<file path="config.mk">
export PLATFORM = sky130hd
export DESIGN_NAME = ad7689_s_axi_regs_flat
export DESIGN_NICKNAME = d
export VERILOG_FILES = /design/src/rtl/ad7689_s_axi_regs_if.sv /design/src/rtl/ad7689_s_axi_regs.sv /design/src/flat_wrapper.sv
export SDC_FILE = /design/constraint.sdc
export NUM_CORES = 1
export LEC_CHECK = 0
export CAP_MARGIN = 15
export CORE_MARGIN = 2
export CORE_UTILIZATION = 49
export CTS_CLUSTER_DIAMETER = 50
export DETAILED_ROUTE_END_ITERATION = 8
export GPL_TIMING_DRIVEN = 1
export HOLD_SLACK_MARGIN = 0.05
export PLACE_DENSITY = 0.93
export SLEW_MARGIN = 5
export SYNTH_ARGS = -nofsm -noshare
export SYNTH_HDL_FRONTEND = slang
export SYNTH_SLANG_ARGS = --single-unit
</file>
<file path="constraint.sdc">
create_clock -name S_AXI_ACLK -period 12.3 [get_ports S_AXI_ACLK]
set_input_delay 1.845 -clock S_AXI_ACLK [delete_from_list [all_inputs] [get_ports S_AXI_ACLK]]
set_output_delay 1.845 -clock S_AXI_ACLK [all_outputs]
set_load 0.02 [all_outputs]
</file>
<file path="src/rtl/ad7689_s_axi_regs_if.sv">
// ad7689_s_axi_regs_if: AXI4-Lite bus bundle for the AD7689 register block.
interface ad7689_s_axi_regs_if #(
    parameter int ADDR_W = 5
);
    logic [ADDR_W-1:0] S_AXI_AWADDR;
    logic [2:0]        S_AXI_AWPROT;
    logic              S_AXI_AWVALID;
    logic              S_AXI_AWREADY;
    logic [31:0]       S_AXI_WDATA;
    logic [3:0]        S_AXI_WSTRB;
    logic              S_AXI_WVALID;
    logic              S_AXI_WREADY;
    logic [1:0]        S_AXI_BRESP;
    logic              S_AXI_BVALID;
    logic              S_AXI_BREADY;
    logic [ADDR_W-1:0] S_AXI_ARADDR;
    logic [2:0]        S_AXI_ARPROT;
    logic              S_AXI_ARVALID;
    logic              S_AXI_ARREADY;
    logic [31:0]       S_AXI_RDATA;
    logic [1:0]        S_AXI_RRESP;
    logic              S_AXI_RVALID;
    logic              S_AXI_RREADY;
    modport slave (
        input  S_AXI_AWADDR, S_AXI_AWPROT, S_AXI_AWVALID, S_AXI_WDATA, S_AXI_WSTRB, S_AXI_WVALID,
               S_AXI_BREADY, S_AXI_ARADDR, S_AXI_ARPROT, S_AXI_ARVALID, S_AXI_RREADY,
        output S_AXI_AWREADY, S_AXI_WREADY, S_AXI_BRESP, S_AXI_BVALID, S_AXI_ARREADY,
               S_AXI_RDATA, S_AXI_RRESP, S_AXI_RVALID
    );
    modport master (
        output S_AXI_AWADDR, S_AXI_AWPROT, S_AXI_AWVALID, S_AXI_WDATA, S_AXI_WSTRB, S_AXI_WVALID,
               S_AXI_BREADY, S_AXI_ARADDR, S_AXI_ARPROT, S_AXI_ARVALID, S_AXI_RREADY,
        input  S_AXI_AWREADY, S_AXI_WREADY, S_AXI_BRESP, S_AXI_BVALID, S_AXI_ARREADY,
               S_AXI_RDATA, S_AXI_RRESP, S_AXI_RVALID
    );
endinterface

</file>
<file path="src/rtl/ad7689_s_axi_regs.sv">
// ad7689_s_axi_regs: AXI4-Lite slave with four RW registers and four read-only input words.
// Define AD7689_SLVERR_EN to answer writes to the read-only words with SLVERR.
module ad7689_s_axi_regs #(
    parameter int          C_S_AXI_ADDR_WIDTH = 5,
    parameter logic [31:0] C_REG_RESET        = 32'h0000_0000
) (
    input  logic                      S_AXI_ACLK,
    input  logic                      S_AXI_ARESET,
    ad7689_s_axi_regs_if.slave        s_axi,
    output logic [127:0]              reg_out,
    input  logic [127:0]              ro_in
);
`ifdef AD7689_SLVERR_EN
    localparam logic SLVERR = 1'b1;
`else
    localparam logic SLVERR = 1'b0;
`endif
    logic [3:0][31:0] regs_q, regs_d, ro_w;
    logic [2:0]       aw_idx_q, aw_idx_d, ar_idx;
    logic [31:0]      wdata_q, wdata_d, rdata_q, rdata_d;
    logic [3:0]       wstrb_q, wstrb_d;
    logic [1:0]       bresp_q, bresp_d;
    logic             up_q, aw_held_q, aw_held_d, w_held_q, w_held_d;
    logic             bvalid_q, bvalid_d, rvalid_q, rvalid_d;
    logic             aw_rdy, w_rdy, ar_rdy, aw_take, w_take, ar_take, commit;
    logic             unused_ok;
    assign ro_w      = ro_in;
    assign ar_idx    = s_axi.S_AXI_ARADDR[4:2];
    assign unused_ok = ^{s_axi.S_AXI_AWPROT, s_axi.S_AXI_ARPROT, s_axi.S_AXI_AWADDR, s_axi.S_AXI_ARADDR};
    // up_q keeps every ready low until the first edge after reset releases
    assign aw_rdy = up_q & ~aw_held_q & ~bvalid_q;
    assign w_rdy  = up_q & ~w_held_q & ~bvalid_q;
    assign ar_rdy = up_q & ~rvalid_q;
    assign s_axi.S_AXI_AWREADY = aw_rdy;
    assign s_axi.S_AXI_WREADY  = w_rdy;
    assign s_axi.S_AXI_ARREADY = ar_rdy;
    assign s_axi.S_AXI_BVALID  = bvalid_q;
    assign s_axi.S_AXI_BRESP   = bresp_q;
    assign s_axi.S_AXI_RVALID  = rvalid_q;
    assign s_axi.S_AXI_RDATA   = rdata_q;
    assign s_axi.S_AXI_RRESP   = 2'b00;
    assign reg_out = regs_q;
    always_comb begin
        aw_take   = s_axi.S_AXI_AWVALID & aw_rdy;
        w_take    = s_axi.S_AXI_WVALID & w_rdy;
        ar_take   = s_axi.S_AXI_ARVALID & ar_rdy;
        commit    = aw_held_q & w_held_q & ~bvalid_q;
        aw_held_d = aw_take | (aw_held_q & ~commit);
        w_held_d  = w_take | (w_held_q & ~commit);
        aw_idx_d  = aw_take ? s_axi.S_AXI_AWADDR[4:2] : aw_idx_q;
        wdata_d   = w_take ? s_axi.S_AXI_WDATA : wdata_q;
        wstrb_d   = w_take ? s_axi.S_AXI_WSTRB : wstrb_q;
        bvalid_d  = commit | (bvalid_q & ~s_axi.S_AXI_BREADY);
        bresp_d   = commit ? {SLVERR & aw_idx_q[2], 1'b0} : bresp_q;
        rvalid_d  = ar_take | (rvalid_q & ~s_axi.S_AXI_RREADY);
        rdata_d   = ar_take ? (ar_idx[2] ? ro_w[ar_idx[1:0]] : regs_q[ar_idx[1:0]]) : rdata_q;
        regs_d    = regs_q;
        for (int i = 0; i < 4; i++)
            for (int b = 0; b < 4; b++)
                if (commit && !aw_idx_q[2] && aw_idx_q[1:0] == 2'(i) && wstrb_q[b])
                    regs_d[i][8*b +: 8] = wdata_q[8*b +: 8];
    end
    always_ff @(posedge S_AXI_ACLK or posedge S_AXI_ARESET) begin
        if (S_AXI_ARESET) begin
            up_q      <= 1'b0;
            aw_held_q <= 1'b0;
            w_held_q  <= 1'b0;
            aw_idx_q  <= '0;
            wdata_q   <= '0;
            wstrb_q   <= '0;
            bvalid_q  <= 1'b0;
            bresp_q   <= 2'b00;
            rvalid_q  <= 1'b0;
            rdata_q   <= '0;
            regs_q    <= {4{C_REG_RESET}};
        end else begin
            up_q      <= 1'b1;
            aw_held_q <= aw_held_d;
            w_held_q  <= w_held_d;
            aw_idx_q  <= aw_idx_d;
            wdata_q   <= wdata_d;
            wstrb_q   <= wstrb_d;
            bvalid_q  <= bvalid_d;
            bresp_q   <= bresp_d;
            rvalid_q  <= rvalid_d;
            rdata_q   <= rdata_d;
            regs_q    <= regs_d;
        end
    end
endmodule

</file>
<file path="src/flat_wrapper.sv">
// flat-port wrapper written by rule: the top's interface ports become plain ports
module ad7689_s_axi_regs_flat 
#(
    parameter int          C_S_AXI_ADDR_WIDTH = 5,
    parameter logic [31:0] C_REG_RESET        = 32'h0000_0000
)
  (S_AXI_ACLK, S_AXI_ARESET, reg_out, ro_in, s_axi_S_AXI_AWADDR, s_axi_S_AXI_AWPROT, s_axi_S_AXI_AWVALID, s_axi_S_AXI_WDATA, s_axi_S_AXI_WSTRB, s_axi_S_AXI_WVALID, s_axi_S_AXI_BREADY, s_axi_S_AXI_ARADDR, s_axi_S_AXI_ARPROT, s_axi_S_AXI_ARVALID, s_axi_S_AXI_RREADY, s_axi_S_AXI_AWREADY, s_axi_S_AXI_WREADY, s_axi_S_AXI_BRESP, s_axi_S_AXI_BVALID, s_axi_S_AXI_ARREADY, s_axi_S_AXI_RDATA, s_axi_S_AXI_RRESP, s_axi_S_AXI_RVALID);
  ad7689_s_axi_regs_if #(.ADDR_W(5)) s_axi_i ();
  input  logic S_AXI_ACLK;
  input  logic S_AXI_ARESET;
  output logic [127:0] reg_out;
  input  logic [127:0] ro_in;
  input wire logic [$bits(s_axi_i.S_AXI_AWADDR)-1:0] s_axi_S_AXI_AWADDR;
  input wire logic [$bits(s_axi_i.S_AXI_AWPROT)-1:0] s_axi_S_AXI_AWPROT;
  input wire logic [$bits(s_axi_i.S_AXI_AWVALID)-1:0] s_axi_S_AXI_AWVALID;
  input wire logic [$bits(s_axi_i.S_AXI_WDATA)-1:0] s_axi_S_AXI_WDATA;
  input wire logic [$bits(s_axi_i.S_AXI_WSTRB)-1:0] s_axi_S_AXI_WSTRB;
  input wire logic [$bits(s_axi_i.S_AXI_WVALID)-1:0] s_axi_S_AXI_WVALID;
  input wire logic [$bits(s_axi_i.S_AXI_BREADY)-1:0] s_axi_S_AXI_BREADY;
  input wire logic [$bits(s_axi_i.S_AXI_ARADDR)-1:0] s_axi_S_AXI_ARADDR;
  input wire logic [$bits(s_axi_i.S_AXI_ARPROT)-1:0] s_axi_S_AXI_ARPROT;
  input wire logic [$bits(s_axi_i.S_AXI_ARVALID)-1:0] s_axi_S_AXI_ARVALID;
  input wire logic [$bits(s_axi_i.S_AXI_RREADY)-1:0] s_axi_S_AXI_RREADY;
  output wire logic [$bits(s_axi_i.S_AXI_AWREADY)-1:0] s_axi_S_AXI_AWREADY;
  output wire logic [$bits(s_axi_i.S_AXI_WREADY)-1:0] s_axi_S_AXI_WREADY;
  output wire logic [$bits(s_axi_i.S_AXI_BRESP)-1:0] s_axi_S_AXI_BRESP;
  output wire logic [$bits(s_axi_i.S_AXI_BVALID)-1:0] s_axi_S_AXI_BVALID;
  output wire logic [$bits(s_axi_i.S_AXI_ARREADY)-1:0] s_axi_S_AXI_ARREADY;
  output wire logic [$bits(s_axi_i.S_AXI_RDATA)-1:0] s_axi_S_AXI_RDATA;
  output wire logic [$bits(s_axi_i.S_AXI_RRESP)-1:0] s_axi_S_AXI_RRESP;
  output wire logic [$bits(s_axi_i.S_AXI_RVALID)-1:0] s_axi_S_AXI_RVALID;
  assign s_axi_i.S_AXI_AWADDR = s_axi_S_AXI_AWADDR;
  assign s_axi_i.S_AXI_AWPROT = s_axi_S_AXI_AWPROT;
  assign s_axi_i.S_AXI_AWVALID = s_axi_S_AXI_AWVALID;
  assign s_axi_i.S_AXI_WDATA = s_axi_S_AXI_WDATA;
  assign s_axi_i.S_AXI_WSTRB = s_axi_S_AXI_WSTRB;
  assign s_axi_i.S_AXI_WVALID = s_axi_S_AXI_WVALID;
  assign s_axi_i.S_AXI_BREADY = s_axi_S_AXI_BREADY;
  assign s_axi_i.S_AXI_ARADDR = s_axi_S_AXI_ARADDR;
  assign s_axi_i.S_AXI_ARPROT = s_axi_S_AXI_ARPROT;
  assign s_axi_i.S_AXI_ARVALID = s_axi_S_AXI_ARVALID;
  assign s_axi_i.S_AXI_RREADY = s_axi_S_AXI_RREADY;
  assign s_axi_S_AXI_AWREADY = s_axi_i.S_AXI_AWREADY;
  assign s_axi_S_AXI_WREADY = s_axi_i.S_AXI_WREADY;
  assign s_axi_S_AXI_BRESP = s_axi_i.S_AXI_BRESP;
  assign s_axi_S_AXI_BVALID = s_axi_i.S_AXI_BVALID;
  assign s_axi_S_AXI_ARREADY = s_axi_i.S_AXI_ARREADY;
  assign s_axi_S_AXI_RDATA = s_axi_i.S_AXI_RDATA;
  assign s_axi_S_AXI_RRESP = s_axi_i.S_AXI_RRESP;
  assign s_axi_S_AXI_RVALID = s_axi_i.S_AXI_RVALID;
  ad7689_s_axi_regs #(.C_S_AXI_ADDR_WIDTH(C_S_AXI_ADDR_WIDTH), .C_REG_RESET(C_REG_RESET)) u_core (.S_AXI_ACLK(S_AXI_ACLK), .S_AXI_ARESET(S_AXI_ARESET), .s_axi(s_axi_i), .reg_out(reg_out), .ro_in(ro_in));
endmodule
</file>
### Word level (Yosys, flattened, before mapping)

Cells that the tools add are included.

* word-level logic and storage cells: 82
* RAM bits: 0
* latch bits: 0
* memories kept: 0
* register bits: 204
* memory bits (read-only): 0

* reduce and logical (&&, ||, !) cells: 23
* $lt $le $gt $ge: 1
* equality and inequality tests: 3
* shift operators: 0
* divide/modulo/power cells: 0
* $add $sub $neg: 0
* bitwise operators: 25
* muxes and demuxes: 5
* $mul: 0

Operators with widths (count)
* binary-select mux 32 bit (select 2 bit): 2
* two-way mux 32 bit: 3
* logical AND 1 bit: 21
* bitwise AND 1 bit: 14
* inverter 1 bit: 7
* equality test 2 bit (second input constant): 2
* bitwise OR 1 bit: 4
* < comparator 2 x 3 -> 1 bit (second input constant): 1
* equality test 2 x 1 -> 1 bit (second input constant): 1
* logical NOT 2 bit: 1
* logical NOT 1 bit: 1

### Logic depth before layout (Yosys ltp)

Gate-level depths: netlist of the first run.

* depth after elaboration: 5
* mapped depth: 5

### Worst setup path after synthesis of the first run

OpenSTA, ideal clock, no wires.

* kind: input port to flip-flop
* from: input port s_axi_S_AXI_ARADDR[2]
* to: register u_core.rdata_q[1] (netlist: u_core.s_axi.S_AXI_RDATA[1])
* path slack: 9.399 ns
* required time: 12.165 ns
* data arrival time: 2.767 ns
* setup time: 0.135 ns
* stages on the path: 5
* cells stage by stage: buf_2 > buf_2 > mux2_2 > o22ai_1 > o31ai_1

* longest elaborated chain between the ends: 3
* elaborated cells on any way between the ends: 5
* those cells by class: 5 x mux

RTL lines
* start: declaration: line flat_wrapper.sv:20 `input wire logic [$bits(s_axi_i.S_AXI_ARADDR)-1:0] s_axi_S_AXI_ARADDR;`
* binary-select mux 32 bit (select 2 bit): line ad7689_s_axi_regs.sv:56 `rdata_d = ar_take ? (ar_idx[2] ? ro_w[ar_idx[1:0]] : regs_q[ar_idx[1:0]]) : rdata_q;`
* two-way mux 32 bit (implied by the code): line ad7689_s_axi_regs.sv:56
* two-way mux 32 bit *: line ad7689_s_axi_regs.sv:56
* end signal: assignment: line ad7689_s_axi_regs.sv:86 `rdata_q <= rdata_d;`
* end: declaration: line ad7689_s_axi_regs.sv:20 `logic [31:0] wdata_q, wdata_d, rdata_q, rdata_d;`

Every way passes the cells marked *; elsewhere a longest branch is shown, timed or not. The select of a mux whose other input is x is not followed.
A chain may end at the register's enable or synchronous reset.

### Worst setup path after layout of the first run

* from: input port s_axi_S_AXI_ARADDR[2]
* to: register u_core.rdata_q[4] (netlist: u_core.s_axi.S_AXI_RDATA[4])

The elaborated chain is that of the path after synthesis.

==> results of run 1 <==
## routing by layer
metal  up-vias  global-route usage [%]  wire length (um)
met5         -                       0                 0
met4         0                    9.90              1030
met3        68                    5.78              1900
met2       301                    46.8             14900
met1      3848                    33.9             12000
li1       3357                       -                 -
## sequential cells by signal (all words and copies together) (netlist names)
| register | cells |
|---|---|
| u_core.reg_out | 128 |
| u_core.w_held_q | 1 |
| u_core.wdata_q | 32 |
| u_core.s_axi.S_AXI_RVALID | 1 |
| u_core.s_axi.S_AXI_RDATA | 32 |
| u_core.wstrb_q | 4 |
| u_core.s_axi.S_AXI_BVALID | 1 |
| u_core.up_q | 1 |
| u_core.aw_held_q | 1 |
| u_core.aw_idx_q | 3 |
## per-stage QoR
| step | hold WS, ns | instance area [um^2] | utilization, % |
|---|---|---|---|
| floorplan | 0.473 | 9950 | - |
| global placement | 0.460 | 13600 | 67.6 |
| detailed placement | 0.465 | 13600 | 67.6 |
| CTS | 0.479 | 14500 | 72.5 |
| global route | 0.499 | 14500 | 72.5 |
| finish | 0.475 | 14500 | 72.5 |
## Yosys cell counts, drive strengths merged (3+ instances only)
cell    count
a22o       32
buf        32
dfrtp     204
o31ai      32
nor4bb      4
clkbuf     18
nor2        3
nand4b      8
mux2i      65
nand4       4
mux2      231
o22ai      32
nand2      34
## power by group through the flow
| stage | sequential [mW] | combinational, mW | clock, mW |
|---|---|---|---|
| 3_5_place_dp | 1.26 | 1.34 | 0 |
| 4_1_cts | 1.26 | 1.36 | 0.856 |
| 2_1_floorplan | 1.44 | 0.483 | 0 |
| 5_1_grt | 1.31 | 1.42 | 0.886 |
| 6_report | 1.27 | 1.36 | 0.845 |
| 3_3_place_gp | 1.24 | 1.31 | 0 |
## cell families after synthesis
kind of cell	share of synthesized area, %
buf+inv	2.91
mux	33.0
simple gates	5.15
other cells	0.0756
compound gates	7.45
flops	51.4
## tightest hold or removal path: stages (launching register included)
cell and delay (ns):
sky130_fd_sc_hd__dfrtp_1 0.34, sky130_fd_sc_hd__nand2_1 0.05, sky130_fd_sc_hd__o31ai_1 0.05
## worst paths after layout
kind / depth (start not counted) / start / to / slack [ns]
max: 5 / s_axi_S_AXI_ARADDR[2] / u_core.s_axi.S_AXI_RDATA[4] / 8.47
min: 2 / u_core.s_axi.S_AXI_RDATA[3] / u_core.s_axi.S_AXI_RDATA[3] / 0.47
max reg2reg: 5 / u_core.s_axi.S_AXI_BVALID / u_core.reg_out[24] / 9.84
min reg2reg: 2 / u_core.s_axi.S_AXI_RDATA[3] / u_core.s_axi.S_AXI_RDATA[3] / 0.47
max in group asynchronous: 3 / S_AXI_ARESET / u_core.reg_out[81] / 8.82
min in group asynchronous: 2 / S_AXI_ARESET / u_core.reg_out[123] / 1.86
## cell type report
cell class,count,area [um^2]
well taps,270,338
flip-flops and latches,204,5100
clock inverters,20,278
fillers,1336,5520
clock buffers,28,689
repair buffers,352,3500
inverters,2,15.0
multi-input cells,463,4600
==> qor.tcl, run 1 <==
set qor(clock_skew_ns) 0.0177
set qor(worstPathMaxFanout) 67
set qor(ir_worst_vdd_mv) 0.190
set qor(antenna_violations_before_repair) 0
set qor(postSynthCellCount) 716
set qor(port-buffer-count) 341
set qor(drtPass1Iterations) 4
set qor(core-area_um2) 20000
set qor(syn_area_um2) 9940
set qor(power-per-cell-area_nw_per_um2) 239
set qor(synth.largest_area_cell) {sky130_fd_sc_hd__dfrtp_1}
set qor(critical_path_arrival_ns) 4.21
set qor(gate_family_responsible_for_the_most_delay_along_the_worst_path) {buffers and inverters}
set qor(count_of_flip_flops_with_a_built_in_enable_after_synthesis) 0
set qor(die-height_um) 146
set qor(setup.worst_path.class) {in2reg}
set qor(number_of_global_route_vias_before_repair) 7970
set qor(final_cell_mix) {sky130_fd_sc_hd__clkdlybuf4s50_1, sky130_fd_sc_hd__mux2_2, sky130_fd_sc_hd__dfrtp_1}
set qor(floorplan.die_area_um2) 21400
set qor(clock_sink_count) 204
set qor(fin_total_pwr_mw) 3.47
set qor(fin_tns_setup_ns) 0
set qor(grt_first_pass_wirelength_um) 45900
set qor(critical_path.cell_chain) {buf_6, buf_4, mux2_2, o22ai_1, o31ai_1}
set qor(final_layout_size_suffix_gt1_share_pct) 29.1
set qor(route.final.wire_length_um) 29800
set qor(finish.cell_count_without_fillers) 1339
set qor(clock_latency_ns) 0.53
set qor(postCtsResizedCells) 0
set qor(dpl_worst_slack_ns) 7.96
set qor(grt_usage_pct) 27.2
set qor(grt.overflow.total) 0
set qor(post_cts_buffers) 0
set qor(setup_repair_after_global_routing_missed_its_margin) {false}
set qor(synth_seq_area_share_pct) 51.4
set qor(timing_hold_violations_final) 0
set qor(cpPeakStageDelay_ns) 0.90
set qor(place_inst) 1291
set qor(clock_power_share_pct) 24.4
set qor(max-slew-margin-rel_pct) 24.5
set qor(starting_density_of_the_core_pct) 49.6
set qor(synth.yosys.warnings) 0
set qor(power.share.sequential_pct) 36.5
set qor(crit_path_start_kind) {input pin}
set qor(timing.final.max_slew_violations) 0
set qor(drv_cap) 0
set qor(rows) 52
set qor(dr_total_vias) 7574
set qor(synth.ff_latch_count) 204
set qor(design.final.nets) 1236
set qor(dp.final_hpwl_um) 19400
set qor(synthDominantCellAreaShare_pct) 51.4
set qor(cts_max_level) 1
set qor(critical_path_buf_inv_count) 2
set qor(cts_tree) {built}
set qor(min_period_ns) 3.83
set qor(last_weighted_congestion_value_of_the_routability_driven_placer) 0.836
set qor(critical_path.slowest_cell) {sky130_fd_sc_hd__buf_4}
set qor(worstSetupEndpointType) {register}
set qor(post_synth_main_area_contributors) {sky130_fd_sc_hd__dfrtp_1, sky130_fd_sc_hd__mux2_2, sky130_fd_sc_hd__mux2i_1}
set qor(clk_pin_slew_worst_setup_hold_paths_ns) 0.06
set qor(hold_path_class) {reg2reg}
set qor(final-setup-viol-count) 0
set qor(detail-route-antenna-nets) 0
set qor(achievable-frequency_mhz) 261
set qor(holdBufCountCts) 0
set qor(fp.dieW_um) 146
set qor(total_leakage_power_nw) 6.51
set qor(synthArstFlopShare_pct) 100
set qor(power.combinational.fraction_pct) 39.1
set qor(final_common_cell) {sky130_fd_sc_hd__clkdlybuf4s50_1}
set qor(drcViolationCount) 0
set qor(grt_start_max_net_pins) 130
set qor(synth.lib_cells_used.distinct) 29
set qor(average_routed_wire_per_standard_cell_um) 22.2
set qor(synthesis.area_per_instance_um2) 13.9
set qor(min_period_over_period_pct) 31.2
set qor(avgViaCountPerCell) 5.66
set qor(syn_to_final_growth_pct) 46.1
set qor(finalWorstSetupSlack_ns) 8.47
set qor(p_sw_share_pct) 35.7
set qor(drt_first_iter_violations) 384
set qor(tritoncts.num_buffers) 26
set qor(cts-root-to-sink-buffers) 3
set qor(p_int_mw) 2.23
set qor(num_antenna_cells) 0
set qor(cts-root-buf) {sky130_fd_sc_hd__clkbuf_16}
set qor(switch_pwr_mw) 1.24
set qor(worst_pin_slew_ns) 1.13
set qor(critPathRequiredTime_ns) 12.68
set qor(outcome) {finished, final reports clean}
set qor(most_used_dff_post_synth) {sky130_fd_sc_hd__dfrtp_1}
set qor(io_pins) 356
(Power assumes the default switching activity.)
==> run 2, diff against run 1 <==
Settings changed: CORE_UTILIZATION 49 to 45, PLACE_DENSITY 0.93 to 0.87.
Clock period 12.3 ns to 3.84 ns, I/O delays scaled along.
==> qor.tcl, run 2 (synthesis gave the netlist of run 1 again) <==
set qor(final_cell_mix) {sky130_fd_sc_hd__clkdlybuf4s50_1, sky130_fd_sc_hd__mux2_2, sky130_fd_sc_hd__dfrtp_1}
set qor(max-slew-margin-rel_pct) 30.1 ;# +5.6 points
set qor(io_pins) 356 ;# unchanged
set qor(postLayoutCellArea_um2) 14400 ;# -1.0%
set qor(critPathRequiredTime_ns) 3.26 ;# -9.42 ns
set qor(syn_to_final_growth_pct) 44.7
set qor(drt_first_iter_violations) 311 ;# -19%
set qor(outcome) {finished, final reports clean}
set qor(design.final.nets) 1242 ;# +0.49%
set qor(hold_ws_ns) 0.475 ;# +0.000861 ns
set qor(detailed_place.area_um2) 13700 ;# +0.95%
set qor(critical_path_arrival_ns) 1.97 ;# -2.24 ns
set qor(cts_tree) {built}
set qor(rows) 54 ;# +3.8%
set qor(grt_usage_pct) 24.2 ;# -3.0 points
set qor(grt.overflow.total) 0 ;# unchanged
set qor(achievable-frequency_mhz) 393
set qor(place_inst) 1310 ;# +1.5%
set qor(fp.dieW_um) 153 ;# +4.2%
set qor(total_leakage_power_nw) 6.43 ;# -1.2%
set qor(holdBufCountCts) 0 ;# unchanged
set qor(fin_tns_setup_ns) 0 ;# unchanged
set qor(floorplan.die_area_um2) 23300 ;# +8.6%
set qor(power-per-cell-area_nw_per_um2) 718 ;# +200%
set qor(dpl_worst_slack_ns) 1.11 ;# -6.85 ns
set qor(drv_cap) 0 ;# unchanged
set qor(final_common_cell) {sky130_fd_sc_hd__clkdlybuf4s50_1}
set qor(final-setup-viol-count) 0 ;# unchanged
set qor(final_layout_size_suffix_gt1_share_pct) 28.7 ;# -0.40 points
set qor(min_period_over_period_pct) 66.3
set qor(ir_worst_vdd_mv) 0.475 ;# +150%
set qor(worst_pin_slew_ns) 1.05 ;# -0.0814 ns
set qor(drtPass1Iterations) 4 ;# unchanged
set qor(dr_total_vias) 7404 ;# -2.2%
set qor(cts-root-to-sink-buffers) 3 ;# unchanged
set qor(grt_first_pass_wirelength_um) 44900 ;# -2.1%
set qor(setup.worst_path.class) {reg2out}
set qor(setup_repair_after_global_routing_missed_its_margin) {false}
set qor(worstSetupEndpointType) {primary output}
set qor(crit_path_start_kind) {register}
set qor(finalWorstSetupSlack_ns) 1.29 ;# -7.17 ns
set qor(fin_total_pwr_mw) 10.3 ;# +200%
set qor(largest_register_ff_count) 128 ;# unchanged
set qor(drcViolationCount) 0 ;# unchanged
set qor(clk_pin_slew_worst_setup_hold_paths_ns) 0.06 ;# about the same
set qor(detail-route-antenna-nets) 0 ;# unchanged
set qor(hold_path_class) {reg2reg}
set qor(nFillCells) 1606 ;# +20%
set qor(tritoncts.num_buffers) 23 ;# -12%
set qor(finalCoreUtilization_pct) 66.1 ;# -6.4 points
set qor(timing.final.max_slew_violations) 0 ;# unchanged
set qor(avgViaCountPerCell) 5.48 ;# -3.0%
set qor(timing_hold_violations_final) 0 ;# unchanged
set qor(clock_skew_ns) 0.0114 ;# -0.00628 ns
set qor(postCtsResizedCells) 0 ;# unchanged
set qor(last_weighted_congestion_value_of_the_routability_driven_placer) 0.825 ;# -1.2%
set qor(num_antenna_cells) 0 ;# unchanged
set qor(average_routed_wire_per_standard_cell_um) 21.2 ;# -4.8%
set qor(post_cts_buffers) 0 ;# unchanged
set qor(port-buffer-count) 341 ;# unchanged
set qor(die-height_um) 153 ;# +4.2%
set qor(antenna_violations_before_repair) 0 ;# unchanged
set qor(clock_sink_count) 204 ;# unchanged
set qor(cts_max_level) 1 ;# unchanged
set qor(route.final.wire_length_um) 28600 ;# -4.1%
set qor(finish.cell_count_without_fillers) 1350 ;# +0.82%
set qor(worstPathMaxFanout) 6 ;# -91%
set qor(starting_density_of_the_core_pct) 45.7 ;# -3.9 points
set qor(dp.final_hpwl_um) 20100 ;# +4.0%
set qor(cts-root-buf) {sky130_fd_sc_hd__clkbuf_16}
set qor(grt_start_max_net_pins) 78 ;# -40%
set qor(number_of_global_route_vias_before_repair) 7953 ;# -0.21%
set qor(core-area_um2) 21800 ;# +8.6%
set qor(min_period_ns) 2.55
set qor(clock_latency_ns) 0.50 ;# -0.03 ns
## run 2: changes by cell type in the layout (fill, tap and decap cells not counted), moves of 2 or more
cell and delta:
sky130_fd_sc_hd__buf_12 +4, sky130_fd_sc_hd__buf_4 +5, sky130_fd_sc_hd__bufinv_16 -6, sky130_fd_sc_hd__clkbuf_1 +6, sky130_fd_sc_hd__clkbuf_16 -4, sky130_fd_sc_hd__clkbuf_8 +2, sky130_fd_sc_hd__clkinv_2 -2, sky130_fd_sc_hd__inv_8 -2
## run 2: final timing paths
path	start	to	slack, ns	depth (start not counted)
max in group asynchronous	S_AXI_ARESET	u_core.s_axi.S_AXI_RDATA[2]	2.38	3
min in group asynchronous	S_AXI_ARESET	u_core.reg_out[90]	0.66	2
setup / recovery	u_core.s_axi.S_AXI_BVALID	s_axi_S_AXI_WREADY	1.29	3
setup reg to reg	u_core.s_axi.S_AXI_BVALID	u_core.reg_out[2]	1.44	4
hold reg to reg	u_core.s_axi.S_AXI_RDATA[11]	u_core.s_axi.S_AXI_RDATA[11]	0.48	2
hold / removal	u_core.s_axi.S_AXI_RDATA[11]	u_core.s_axi.S_AXI_RDATA[11]	0.48	2
## run 2: final cells by class
class                      count  area (um^2)  area share, %
clock buffer                  32          639           4.45
clock inverter                 8         52.6          0.366
inverter                       2         11.3         0.0783
multi-input combinational    463         4600           32.0
sequential                   204         5100           35.5
tap                          280          350           2.44
timing repair buffer         361         3610           25.1
## run 2: critical path: stages (launching register included)
cell and delay (ns):
sky130_fd_sc_hd__dfrtp_1 0.45, sky130_fd_sc_hd__nand2b_1 0.23, sky130_fd_sc_hd__nor2_1 0.16, sky130_fd_sc_hd__clkdlybuf4s50_1 0.64
## run 2: power by group
part | switching [mW] | total (mW) | internal, mW
Combinational | 1.92 | 4.30 | 2.37
Sequential | 0.950 | 4.02 | 3.07
Clock | 0.845 | 2.01 | 1.16
## run 2: routing by layer
metal / vias to the layer above / part of all wire [%] / global-route usage [%]
met5: - / 0 / 0
met4: 0 / 3.3 / 8.38
met3: 60 / 5.9 / 4.58
met2: 254 / 50 / 41.5
met1: 3720 / 41 / 30.7
li1: 3370 / - / -
==> run 3, diff against run 2 <==
Settings changed: CORE_UTILIZATION 45 to 41, PLACE_DENSITY 0.87 to 0.84.
Clock period 3.84 ns to 2.3 ns, I/O delays scaled along.
==> qor.tcl, run 3 (synthesis gave the netlist of run 1 again) <==
set qor(total_leakage_power_nw) 6.63 ;# +3.1%
set qor(number_of_global_route_vias_before_repair) 8206 ;# +3.2%
set qor(achievable-frequency_mhz) 487
set qor(crit_path_start_kind) {register}
set qor(timing.final.max_slew_violations) 0 ;# unchanged
set qor(average_routed_wire_per_standard_cell_um) 21.1 ;# -0.14%
set qor(syn_to_final_growth_pct) 48.1
set qor(num_antenna_cells) 0 ;# unchanged
set qor(clock_skew_ns) 0.0169 ;# +0.00549 ns
set qor(final-setup-viol-count) 0 ;# unchanged
set qor(floorplan.die_area_um2) 25500 ;# +9.5%
set qor(drt_first_iter_violations) 283 ;# -9.0%
set qor(dr_total_vias) 7589 ;# +2.5%
set qor(ir_worst_vdd_mv) 0.821 ;# +73%
set qor(min_period_over_period_pct) 89.3
set qor(avgViaCountPerCell) 5.36 ;# -2.3%
set qor(setup.worst_path.class) {reg2out}
set qor(setup_repair_after_global_routing_missed_its_margin) {false}
set qor(worstPathMaxFanout) 5 ;# -1
set qor(rows) 56 ;# +3.7%
set qor(cts_tree) {built}
set qor(clock_sink_count) 204 ;# unchanged
set qor(io_pins) 356 ;# unchanged
set qor(worstSetupEndpointType) {primary output}
set qor(core-area_um2) 23600 ;# +8.5%
set qor(drcViolationCount) 0 ;# unchanged
set qor(cts-root-to-sink-buffers) 3 ;# unchanged
set qor(critical_path.slowest_cell) {sky130_fd_sc_hd__dfrtp_1}
set qor(cts_max_level) 1 ;# unchanged
set qor(outcome) {finished, final reports clean}
set qor(nFillCells) 1825 ;# +14%
set qor(drv_cap) 0 ;# unchanged
set qor(fin_tns_setup_ns) 0 ;# unchanged
set qor(cpPeakStageDelay_ns) 0.38 ;# -0.26 ns
set qor(min_period_ns) 2.05
set qor(design.final.nets) 1268 ;# +2.1%
set qor(hold_path_class) {in2async}
set qor(final_layout_size_suffix_gt1_share_pct) 30.7 ;# +2.0 points
set qor(grt_start_max_net_pins) 66 ;# -15%
set qor(die-height_um) 160 ;# +4.6%
set qor(antenna_violations_before_repair) 0 ;# unchanged
set qor(clock_latency_ns) 0.51 ;# about the same
set qor(max-slew-margin-rel_pct) 29.7 ;# -0.38 points
set qor(fin_total_pwr_mw) 17.7 ;# +71%
set qor(critical_path_arrival_ns) 1.71 ;# -0.26 ns
set qor(detail-route-antenna-nets) 0 ;# unchanged
set qor(clk_pin_slew_worst_setup_hold_paths_ns) 0.06 ;# about the same
set qor(power-per-cell-area_nw_per_um2) 1200 ;# +67%
set qor(critical_path.cell_chain) {buf_4, nand2b_1, nor2_1, dlygate4sd2_1}
set qor(critPathRequiredTime_ns) 1.96 ;# -1.30 ns
set qor(grt_first_pass_wirelength_um) 46800 ;# +4.1%
set qor(grt_usage_pct) 23.1 ;# -1.1 points
set qor(worst_pin_slew_ns) 1.05 ;# +0.00314 ns
set qor(r2r.worst_path.cells) 4 ;# unchanged
set qor(tritoncts.num_buffers) 24 ;# +4.3%
set qor(port-buffer-count) 341 ;# unchanged
set qor(final_common_cell) {sky130_fd_sc_hd__clkdlybuf4s50_1}
set qor(timing_hold_violations_final) 0 ;# unchanged
set qor(final_cell_mix) {sky130_fd_sc_hd__clkdlybuf4s50_1, sky130_fd_sc_hd__mux2_2, sky130_fd_sc_hd__dfrtp_1}
set qor(drtPass1Iterations) 4 ;# unchanged
set qor(last_weighted_congestion_value_of_the_routability_driven_placer) 0.813 ;# -1.6%
set qor(cts-root-buf) {sky130_fd_sc_hd__clkbuf_16}
set qor(fp.dieW_um) 160 ;# +4.6%
set qor(grt.overflow.total) 0 ;# unchanged
set qor(starting_density_of_the_core_pct) 42.1 ;# -3.6 points
set qor(dp.final_hpwl_um) 21400 ;# +6.1%
set qor(largest_register_ff_count) 128 ;# unchanged
set qor(route.final.wire_length_um) 29900 ;# +4.8%
[run 3: cell count changes in the layout (fill, tap and decap cells not counted), moves of 2 or more]
cell and delta:
sky130_fd_sc_hd__buf_4 +22, sky130_fd_sc_hd__clkinvlp_4 -5, sky130_fd_sc_hd__clkinv_2 +4, sky130_fd_sc_hd__buf_12 +3, sky130_fd_sc_hd__clkbuf_1 -2, sky130_fd_sc_hd__clkbuf_16 +2
sky130_fd_sc_hd__clkdlybuf4s50_1 -2, sky130_fd_sc_hd__dlygate4sd2_1 +2
[run 3: final cells by class]
class | count | area [um^2] | share of cell area, %
multi-input cells | 463 | 4600 | 31.3
well taps | 319 | 399 | 2.71
flip-flops and latches | 204 | 5100 | 34.7
inverters | 2 | 11.3 | 0.0765
clock buffers | 33 | 696 | 4.73
clock inverters | 10 | 68.8 | 0.468
repair buffers | 386 | 3840 | 26.1
[run 3: critical path: cells and delay by family (launching register included)]
family | cells | cell delay, ns
buffers and inverters | 2 | 0.50
AND/OR/NAND/NOR | 2 | 0.32
flip-flops | 1 | 0.38
[run 3: per-layer routing]
| layer | share of wire, % | routed length [um] | vias up | GRT usage, % |
|---|---|---|---|---|
| met4 | 2.5 | 758 | 0 | 6.94 |
| met3 | 6.1 | 1840 | 69 | 5.09 |
| met1 | 41 | 12400 | 3828 | 28.8 |
| li1 | - | - | 3420 | - |
| met2 | 50 | 14900 | 272 | 40.0 |
| met5 | 0 | 0 | - | 0 |
[run 3: per-stage QoR]
step	hold slack [ns]	instances	instance area [um^2]	worst slack [ns]	util, %
after floorplan	0.438	719	9950	-0.689	-
after global placement	0.460	1374	14000	0.166	59.1
after detailed placement	0.465	1374	14000	0.0881	59.1
after CTS	0.189	1417	14700	0.231	62.3
after global routing	0.212	1417	14700	0.169	62.3
final	0.196	1417	14700	0.246	62.3
[run 3: power by group]
| group | total, mW | internal, mW | switching (mW) | leakage, nW |
|---|---|---|---|---|
| logic | 7.39 | 4.05 | 3.33 | 3.60 |
| registers | 6.69 | 5.13 | 1.56 | 2.65 |
| clock network | 3.62 | 2.12 | 1.50 | 0.384 |
| total | 17.7 | 11.3 | 6.39 | 6.63 |
[run 3: repair_timing]
action / 4_1_cts / 5_1_grt
hold buffers: 0 / 0
endpoints found under the setup margin: 2 / 0
buffers inserted: 0 / 0
endpoints found under the hold margin: 0 / 0
gates resized for setup: 2 / 0
[run 3: path summary, 6_finish.rpt]
kind	from	to	slack (ns)
max	u_core.s_axi.S_AXI_BVALID	s_axi_S_AXI_AWREADY	0.25
max in group asynchronous	S_AXI_ARESET	u_core.reg_out[104]	1.35
max reg2reg	u_core.aw_idx_q[2]	u_core.reg_out[91]	0.30
min	S_AXI_ARESET	u_core.s_axi.S_AXI_RDATA[26]	0.20
min in group S_AXI_ACLK	s_axi_S_AXI_RREADY	u_core.s_axi.S_AXI_RVALID	0.40
min reg2reg	u_core.s_axi.S_AXI_RDATA[12]	u_core.s_axi.S_AXI_RDATA[12]	0.47
